<file path="config.mk">
export PLATFORM = sky130hd
export DESIGN_NAME = pipeline_controller
export DESIGN_NICKNAME = d
export VERILOG_FILES = /design/src/rtl/arm_pkg.sv /design/src/rtl/pipeline_controller_hazard_detect.sv /design/src/rtl/pipeline_controller.sv
export SDC_FILE = /design/constraint.sdc
export NUM_CORES = 1
export LEC_CHECK = 0
export CORE_ASPECT_RATIO = 1.4
export CORE_UTILIZATION = 55
export CTS_CLUSTER_DIAMETER = 60
export DETAILED_ROUTE_END_ITERATION = 10
export DONT_BUFFER_PORTS = 1
export PLACE_DENSITY_LB_ADDON = 0.25
export SLEW_MARGIN = 20
export SYNTH_ARGS = -nofsm -noshare
export SYNTH_HDL_FRONTEND = slang
export SYNTH_SLANG_ARGS = --single-unit
</file>
<file path="constraint.sdc">
create_clock -name clk -period 1.92 [get_ports clk]
set_input_delay 0.192 -clock clk [delete_from_list [all_inputs] [get_ports clk]]
set_output_delay 0.192 -clock clk [all_outputs]
set_load 0.02 [all_outputs]
</file>
<file path="src/rtl/arm_pkg.sv">
// Shared definitions for the ARM pipeline control slice: SRAM FSM encoding
// and default widths/latencies.
package arm_pkg;

  localparam int DEF_REG_W     = 4;
  localparam int DEF_SRAM_WAIT = 5;
  localparam int WAIT_CNT_W    = 4;

  typedef enum logic [1:0] {
    IDLE = 2'b00,
    WAIT = 2'b01,
    DONE = 2'b10
  } sram_state_t;

endpackage

</file>
<file path="src/rtl/pipeline_controller_hazard_detect.sv">
// RAW hazard equation between ID sources and EXE/MEM destinations.
// With forwarding only a load in EXE can still force a stall.
module hazard_detect
  import arm_pkg::*;
#(
  parameter int REG_W = DEF_REG_W
) (
  input  logic             fwd_en,
  input  logic             id_use_src1,
  input  logic             id_two_src,
  input  logic [REG_W-1:0] id_src1,
  input  logic [REG_W-1:0] id_src2,
  input  logic [REG_W-1:0] exe_dest,
  input  logic             exe_wb_en,
  input  logic             exe_mem_r_en,
  input  logic [REG_W-1:0] mem_dest,
  input  logic             mem_wb_en,
  output logic             hazard
);

  logic match_exe;
  logic match_mem;

  assign match_exe = (id_use_src1 && (id_src1 == exe_dest)) ||
                     (id_two_src  && (id_src2 == exe_dest));
  assign match_mem = (id_use_src1 && (id_src1 == mem_dest)) ||
                     (id_two_src  && (id_src2 == mem_dest));

  always_comb begin
    if (fwd_en) begin
      hazard = exe_mem_r_en && match_exe;
    end else begin
      hazard = (exe_wb_en && match_exe) || (mem_wb_en && match_mem);
    end
  end

endmodule

</file>
<file path="src/rtl/pipeline_controller.sv">
// Pipeline sequencing: SRAM wait-state freeze, branch flush, hazard stall
// (in that priority) plus saturating event counters.
module pipeline_controller
  import arm_pkg::*;
#(
  parameter int SRAM_WAIT = DEF_SRAM_WAIT,
  parameter int REG_W     = DEF_REG_W,
  parameter int CNT_W     = 16
) (
  input  logic             clk,
  input  logic             rst,
  input  logic             fwd_en,
  input  logic             id_use_src1,
  input  logic             id_two_src,
  input  logic [REG_W-1:0] id_src1,
  input  logic [REG_W-1:0] id_src2,
  input  logic [REG_W-1:0] exe_dest,
  input  logic             exe_wb_en,
  input  logic             exe_mem_r_en,
  input  logic             exe_b_taken,
  input  logic [REG_W-1:0] mem_dest,
  input  logic             mem_wb_en,
  input  logic             mem_r_en,
  input  logic             mem_w_en,
  output logic             sram_req,
  output logic             mem_done,
  output logic             freeze_all,
  output logic             stall_front,
  output logic             bubble_id_exe,
  output logic             flush_if_id,
  output logic [CNT_W-1:0] stall_cnt,
  output logic [CNT_W-1:0] flush_cnt,
  output logic [CNT_W-1:0] mem_wait_cnt
);

  sram_state_t           state_reg, state_next;
  logic [WAIT_CNT_W-1:0] wait_reg, wait_next;
  logic                  mem_access;
  logic                  freeze_raw;
  logic                  done_raw;
  logic                  hazard;

  assign mem_access = mem_r_en || mem_w_en;

  always_ff @(posedge clk or posedge rst) begin
    if (rst) begin
      state_reg <= IDLE;
      wait_reg  <= '0;
    end else begin
      state_reg <= state_next;
      wait_reg  <= wait_next;
    end
  end

  // The first freeze cycle is spent in IDLE, so WAIT covers SRAM_WAIT-1 cycles.
  always_comb begin
    state_next = state_reg;
    wait_next  = wait_reg;
    case (state_reg)
      IDLE: begin
        if (mem_access) begin
          wait_next  = WAIT_CNT_W'(SRAM_WAIT - 1);
          state_next = (SRAM_WAIT == 1) ? DONE : WAIT;
        end
      end
      WAIT: begin
        wait_next = wait_reg - 1'b1;
        if (wait_reg == 4'd1) begin
          state_next = DONE;
        end
      end
      DONE:    state_next = IDLE;
      default: state_next = IDLE;
    endcase
  end

  always_comb begin
    freeze_raw = 1'b0;
    done_raw   = 1'b0;
    case (state_reg)
      IDLE:    freeze_raw = mem_access;
      WAIT:    freeze_raw = 1'b1;
      DONE:    done_raw   = 1'b1;
      default: freeze_raw = 1'b0;
    endcase
  end

  hazard_detect #(.REG_W(REG_W)) u_hazard (
    .fwd_en       (fwd_en),
    .id_use_src1  (id_use_src1),
    .id_two_src   (id_two_src),
    .id_src1      (id_src1),
    .id_src2      (id_src2),
    .exe_dest     (exe_dest),
    .exe_wb_en    (exe_wb_en),
    .exe_mem_r_en (exe_mem_r_en),
    .mem_dest     (mem_dest),
    .mem_wb_en    (mem_wb_en),
    .hazard       (hazard)
  );

  // Outputs are forced low while reset is asserted, independent of inputs.
  assign freeze_all    = !rst && freeze_raw;
  assign sram_req      = freeze_all;
  assign mem_done      = !rst && done_raw;
  assign flush_if_id   = !rst && !freeze_raw && exe_b_taken;
  assign stall_front   = !rst && !freeze_raw && !exe_b_taken && hazard;
  assign bubble_id_exe = !rst && !freeze_raw && (exe_b_taken || hazard);

  logic [2:0]       evt;
  logic [CNT_W-1:0] cnt_reg [3];

  assign evt = {freeze_all, flush_if_id, stall_front};

  generate
    for (genvar gi = 0; gi < 3; gi++) begin : g_cnt
      always_ff @(posedge clk or posedge rst) begin
        if (rst) begin
          cnt_reg[gi] <= '0;
        end else if (evt[gi] && (cnt_reg[gi] != {CNT_W{1'b1}})) begin
          cnt_reg[gi] <= cnt_reg[gi] + 1'b1;
        end
      end
    end
  endgenerate

  assign stall_cnt    = cnt_reg[0];
  assign flush_cnt    = cnt_reg[1];
  assign mem_wait_cnt = cnt_reg[2];

endmodule

</file>
# Word level (Yosys, flattened, before mapping)
# Cells that the tools add are included.
[op_classes] n_mux=8 n_reduce_logical=29 eq_ne=12 n_addsub=4
[ops] operator="adder 16 x 1 -> 16 bit (second input constant)" count=3
[ops] operator="!= test 16 bit (second input constant)" count=3
[ops] operator="logical AND 1 bit" count=17
[ops] operator="equality test 4 bit" count=4
[ops] operator="one-hot mux 4 bit (2 select lines)" count=1
[ops] operator="logical OR 1 bit" count=5
[ops] operator="equality test 4 x 1 -> 1 bit (second input constant)" count=1
[ops] operator="2-to-1 mux 2 bit" count=2
[ops] operator="2-to-1 mux 4 bit" count=1
[ops] operator="!= test 2 bit (second input constant)" count=2
[ops] operator="one-hot mux 2 bit (2 select lines)" count=1
[ops] operator="AND reduction 2 bit" count=2
[ops] operator="subtractor 4 x 1 -> 4 bit (second input constant)" count=1
[ops] operator="zero test 1 bit" count=3
[ops] operator="equality test 2 x 1 -> 1 bit (second input constant)" count=1
[ops] operator="equality test 2 bit (second input constant)" count=1
[ops] operator="zero test 2 bit" count=1
[ops] operator="2-to-1 mux 1 bit" count=2
[ops] operator="one-hot mux 1 bit (2 select lines)" count=1
[ops] operator="nonzero test 2 bit" count=1
[word_totals] wordCells=58 in_bits=27 output_inout_bits=54 register_bits=54

# Logic depth before layout (Yosys ltp)
[logic_depth] word_depth=8 ltp_mapped=8 ltp_nobuf=7

# Hierarchy
# Synthesis repeated with hierarchy kept, for this count alone.
[unflattened] cells_unflattened=269 hier_area_um2=2825.2
[by_module_without_submodules] mod="pipeline_controller" n_inst=1 area_each_um2=2607.5 seq_area_each_um2=1351.3 cells_each=242
[by_module_without_submodules] mod="hazard_detect" n_inst=1 area_each_um2=217.7 seq_area_each_um2=0.0 cells_each=27

# Least setup slack after synthesis
# Ideal clock, no wire load.
[synth_timing] path_type="input port to flip-flop" startpoint="in rst" endpoint="reg cnt_reg, in the netlist flush_cnt[14]" path_stages=6 setup_slack_ns=-0.455 arrival_time_ns=2.296 required_ns=1.840 n_path_buf=0 setup_ns=0.080 path_cell_list="inv_1 > nand3_4 > inv_1 > nand3_1 > nor2_1 > xor2_1"
[synth_via] elab_chain_cells=4
[synth_lines] element="start, declared" line="pipeline_controller.sv:11" text="input logic rst,"
[synth_lines] element="zero test 1 bit (no source line)"
[synth_lines] element="logical AND 1 bit (2 in series)" line="pipeline_controller.sv:106" text="assign flush_if_id = !rst && !freeze_raw && exe_b_taken;"
[synth_lines] element="net flush_if_id" line="pipeline_controller.sv:30" text="output logic flush_if_id,"
[synth_lines] element="logical AND 1 bit" line="pipeline_controller.sv:120" text="end else if (evt[gi] && (cnt_reg[gi] != {CNT_W{1'b1}})) begin"
[synth_lines] element="end signal, assigned by index" line="pipeline_controller.sv:121" text="cnt_reg[gi] <= cnt_reg[gi] + 1'b1;"
[synth_lines] element="end, declared" line="pipeline_controller.sv:111" text="logic [CNT_W-1:0] cnt_reg [3];"
# The timed path passes the listed nets, and every way through them passes these cells.
# A chain may end at the register's enable or synchronous reset.

# Worst setup path after layout
[layout_timing] startpoint="reg cnt_reg, in the netlist mem_wait_cnt[9]" endpoint="reg cnt_reg, in the netlist mem_wait_cnt[1]"
[layout_via] elab_chain_cells=2
[layout_lines] element="!= test 16 bit" line="pipeline_controller.sv:120"
[layout_lines] element="logical AND 1 bit" line="pipeline_controller.sv:120"
# Every way passes these cells.

==> qor.txt <==
status - complete, but fails checks
failing checks - hold timing
Reg clk slew, reported paths - 0.09 ns
GPL Wtd Cong - 0.813
vias post-DR - 2,200
clock buffer depth - 2
CTS tree - yes
CTS Buf Count - 5
residual overflow from global routing - 0
Final Max Tran Viols - 0
H-Tree Depth - 2
post-synth design cell area - 2830 sq um
# setup viols final - 0
fin crit share - 97.0%
Slowest-stage cell, CP - dfrtp_1
CP bufs+invs - 0
WS Path Type - flip-flop to flip-flop
crit-path cells - and4_2 > and2_4 > and3_1 > and3_4 > nor3_2 > mux2_4
Initial DRC Count - 95
Pwr Density - 882 nW/um^2
reg2reg start - mem_wait_cnt[9]
fin crit period - 1.86 ns
arrival time at the worst endpoint - 2.06 ns
# DRC - 0
Hold Buf Count CTS - 0
IO Count - 81
setup ws final - 0.0570 ns
Mean Syn Cell Area - 10.4 sq um
Largest delay share family, worst path - simple AND/OR/NAND/NOR gates
sequential element share of the synthesized area - 47.8%
number of enable flip-flop cells after synthesis - 0
Async S/R FF share, synth - 100%
share of cells above drive strength 1 - 25.1%
Flop pwr share - 47.7%
vias per std cell - 5.57
final hold viol count - 25
Setup crit end kind - flip-flop
first-pass GRT wire length - 9.72 mm
switch share - 34.2%
HPWL Detailed - 4.53 mm
die height - 86.9 um
die width - 62.6 um
RR Endpoint - mem_wait_cnt[1]
Worst Tran Pin Value - 0.645 ns
max_cap viols - 0
Worst R2R Setup Slack - 0.06 ns
average wire per cell in the routed design - 14.5 um
Die ar. - 5440 sq um
static leakage - 1.58 nW
vias in the first global route - 2,262
Setup Total Neg Slack - 0 ns
combinational power share - 31.0%
CORE AREA - 4880 sq um
Peak Freq - 537 MHz
Final ANT Viol Nets - 0
cells after synthesis - 271
Post-synth top flop - dfrtp_1
drt pass-1 iters - 4
GRT Total Usage - 22.4%
Synth Register Bits - 54
CP Launch Type - flip-flop
largest net degree at the start of global routing - 55
most common cell after layout, fill and taps aside - buf_4
Hold Crit Class - input pin to asynchronous set/reset pin
clock share of power - 21.3%
Max Clock Skew - 0.00927 ns
Buffers on Ports - 0
Worst Path Required - 2.11 ns
Syn Nets - 303
Slew headroom - 57.0%
Yosys cell types - 39
RSZ-0062 raised after global routing - false
number of synthesis warnings - 0
CP Max Fanout - 4
initial core utilization - 58.0%
worst reg2reg path depth - 6
Pint - 0.00199 W
initial antenna violation count - 0
FP Rows - 30
clk_lat worst skew - 0.31 ns
Root Buffer - clkbuf_8
clk sinks - 54
Crit path largest cell delay - 0.39 ns
worst hold slack - -0.00747 ns
most frequent cells in the layout - 56 x buf_4, 54 x dfrtp_1, 36 x xnor2_1
Peak VDD IR - 0.507 mV
sw power - 0.00103 W
antenna fix cells - 0
Post-Route WL - 5.72 mm
overall power - 0.00302 W
fillers - 378
post-place setup slack - 0.0562 ns
Area Growth Syn to Fin - 20.9%
Layout Nets - 362
[metrics by stage]
| step | instances | instance area (sq um) | utilization, % | hold WS, ns |
|---|---|---|---|---|
| after floorplan | 271 | 2840 | - | 0.275 |
| after global placement | 386 | 3310 | 67.8 | 0.354 |
| after detailed placement | 386 | 3310 | 67.8 | 0.359 |
| after CTS | 394 | 3400 | 69.7 | 0.0246 |
| after global routing | 395 | 3420 | 70.1 | 0.0664 |
| final | 395 | 3420 | 70.1 | -0.00747 |
[worst register-to-register path, cell delays in order (launching register included)]
cell and delay [ns]:
dfrtp_1 0.39, and4_2 0.26, and2_4 0.15, and3_1 0.21, and3_4 0.20, nor3_2 0.23, mux2_4 0.32
[area by class of cell]
class	instances	area, sq um	area share (%)
timing repair buffer	56	420	12.3
tap	64	80.1	2.34
multi-input combinational	207	1450	42.4
sequential	54	1350	39.5
clock inverter	1	5.00	0.146
inverter	6	28.8	0.841
clock buffer	7	86.3	2.52
[repair_timing]
action                     in CTS  in global routing
setup endpoints to repair       0                  7
gates resized for setup         0                  6
buffers inserted                0                  1
[cell families (layout without fill, tap and decap cells)]
group                    Yosys count  in the layout  share of synthesized area [%]
AND/OR/NAND/NOR                  124            124                           25.1
AO/OA/AOI/OAI                     16             16                           3.58
XOR/XNOR                          56             56                           17.3
adder cells (fa/ha/maj)            5              5                           2.21
flip-flops                        54             54                           47.8
buffers and inverters             10             70                           1.68
multiplexers                       6              6                           2.34
[power by group through the flow]
stage               sequential [W]  combinational, W  clock (W)
finish                     0.00144          0.000934   0.000643
global route               0.00146           0.00103   0.000702
CTS                        0.00144          0.000915   0.000657
detailed placement         0.00146          0.000913          0
global placement           0.00145          0.000889          0
floorplan                  0.00160          0.000450          0
[routing by layer]
metal	GRT usage (%)	wire, um
met1	23.1	2220
met2	44.0	3060
met3	5.50	367
met4	6.55	76
met5	0	0
[how the worst max path moves through the flow]
stage	start	end	depth (start not counted)
floorplan	rst	flush_cnt[8]	5
global placement	mem_wait_cnt[9]	mem_wait_cnt[1]	6
detailed placement	mem_wait_cnt[9]	mem_wait_cnt[1]	6
CTS	mem_wait_cnt[9]	mem_wait_cnt[1]	6
global route	mem_wait_cnt[9]	mem_wait_cnt[1]	6
finish	mem_wait_cnt[9]	mem_wait_cnt[1]	6
[Yosys cell counts, types with 3 or more instances]
| library cell | number | area share, % |
|---|---|---|
| o21ai_0 | 6 | 1.1 |
| and2_1 | 3 | 0.66 |
| dfrtp_1 | 54 | 48 |
| and3_1 | 12 | 2.7 |
| and4_1 | 4 | 1.2 |
| nor2_1 | 18 | 2.4 |
| nand4_1 | 19 | 4.2 |
| nand3_1 | 20 | 3.5 |
| nor2b_1 | 3 | 0.66 |
| nand2_1 | 22 | 2.9 |
| inv_1 | 6 | 0.80 |
| nor3_1 | 7 | 1.2 |
| xor2_1 | 20 | 6.2 |
| ha_1 | 5 | 2.2 |
| xnor2_1 | 36 | 11 |
| mux2_2 | 4 | 1.6 |
Note: power is estimated with default switching activity, not from simulation.
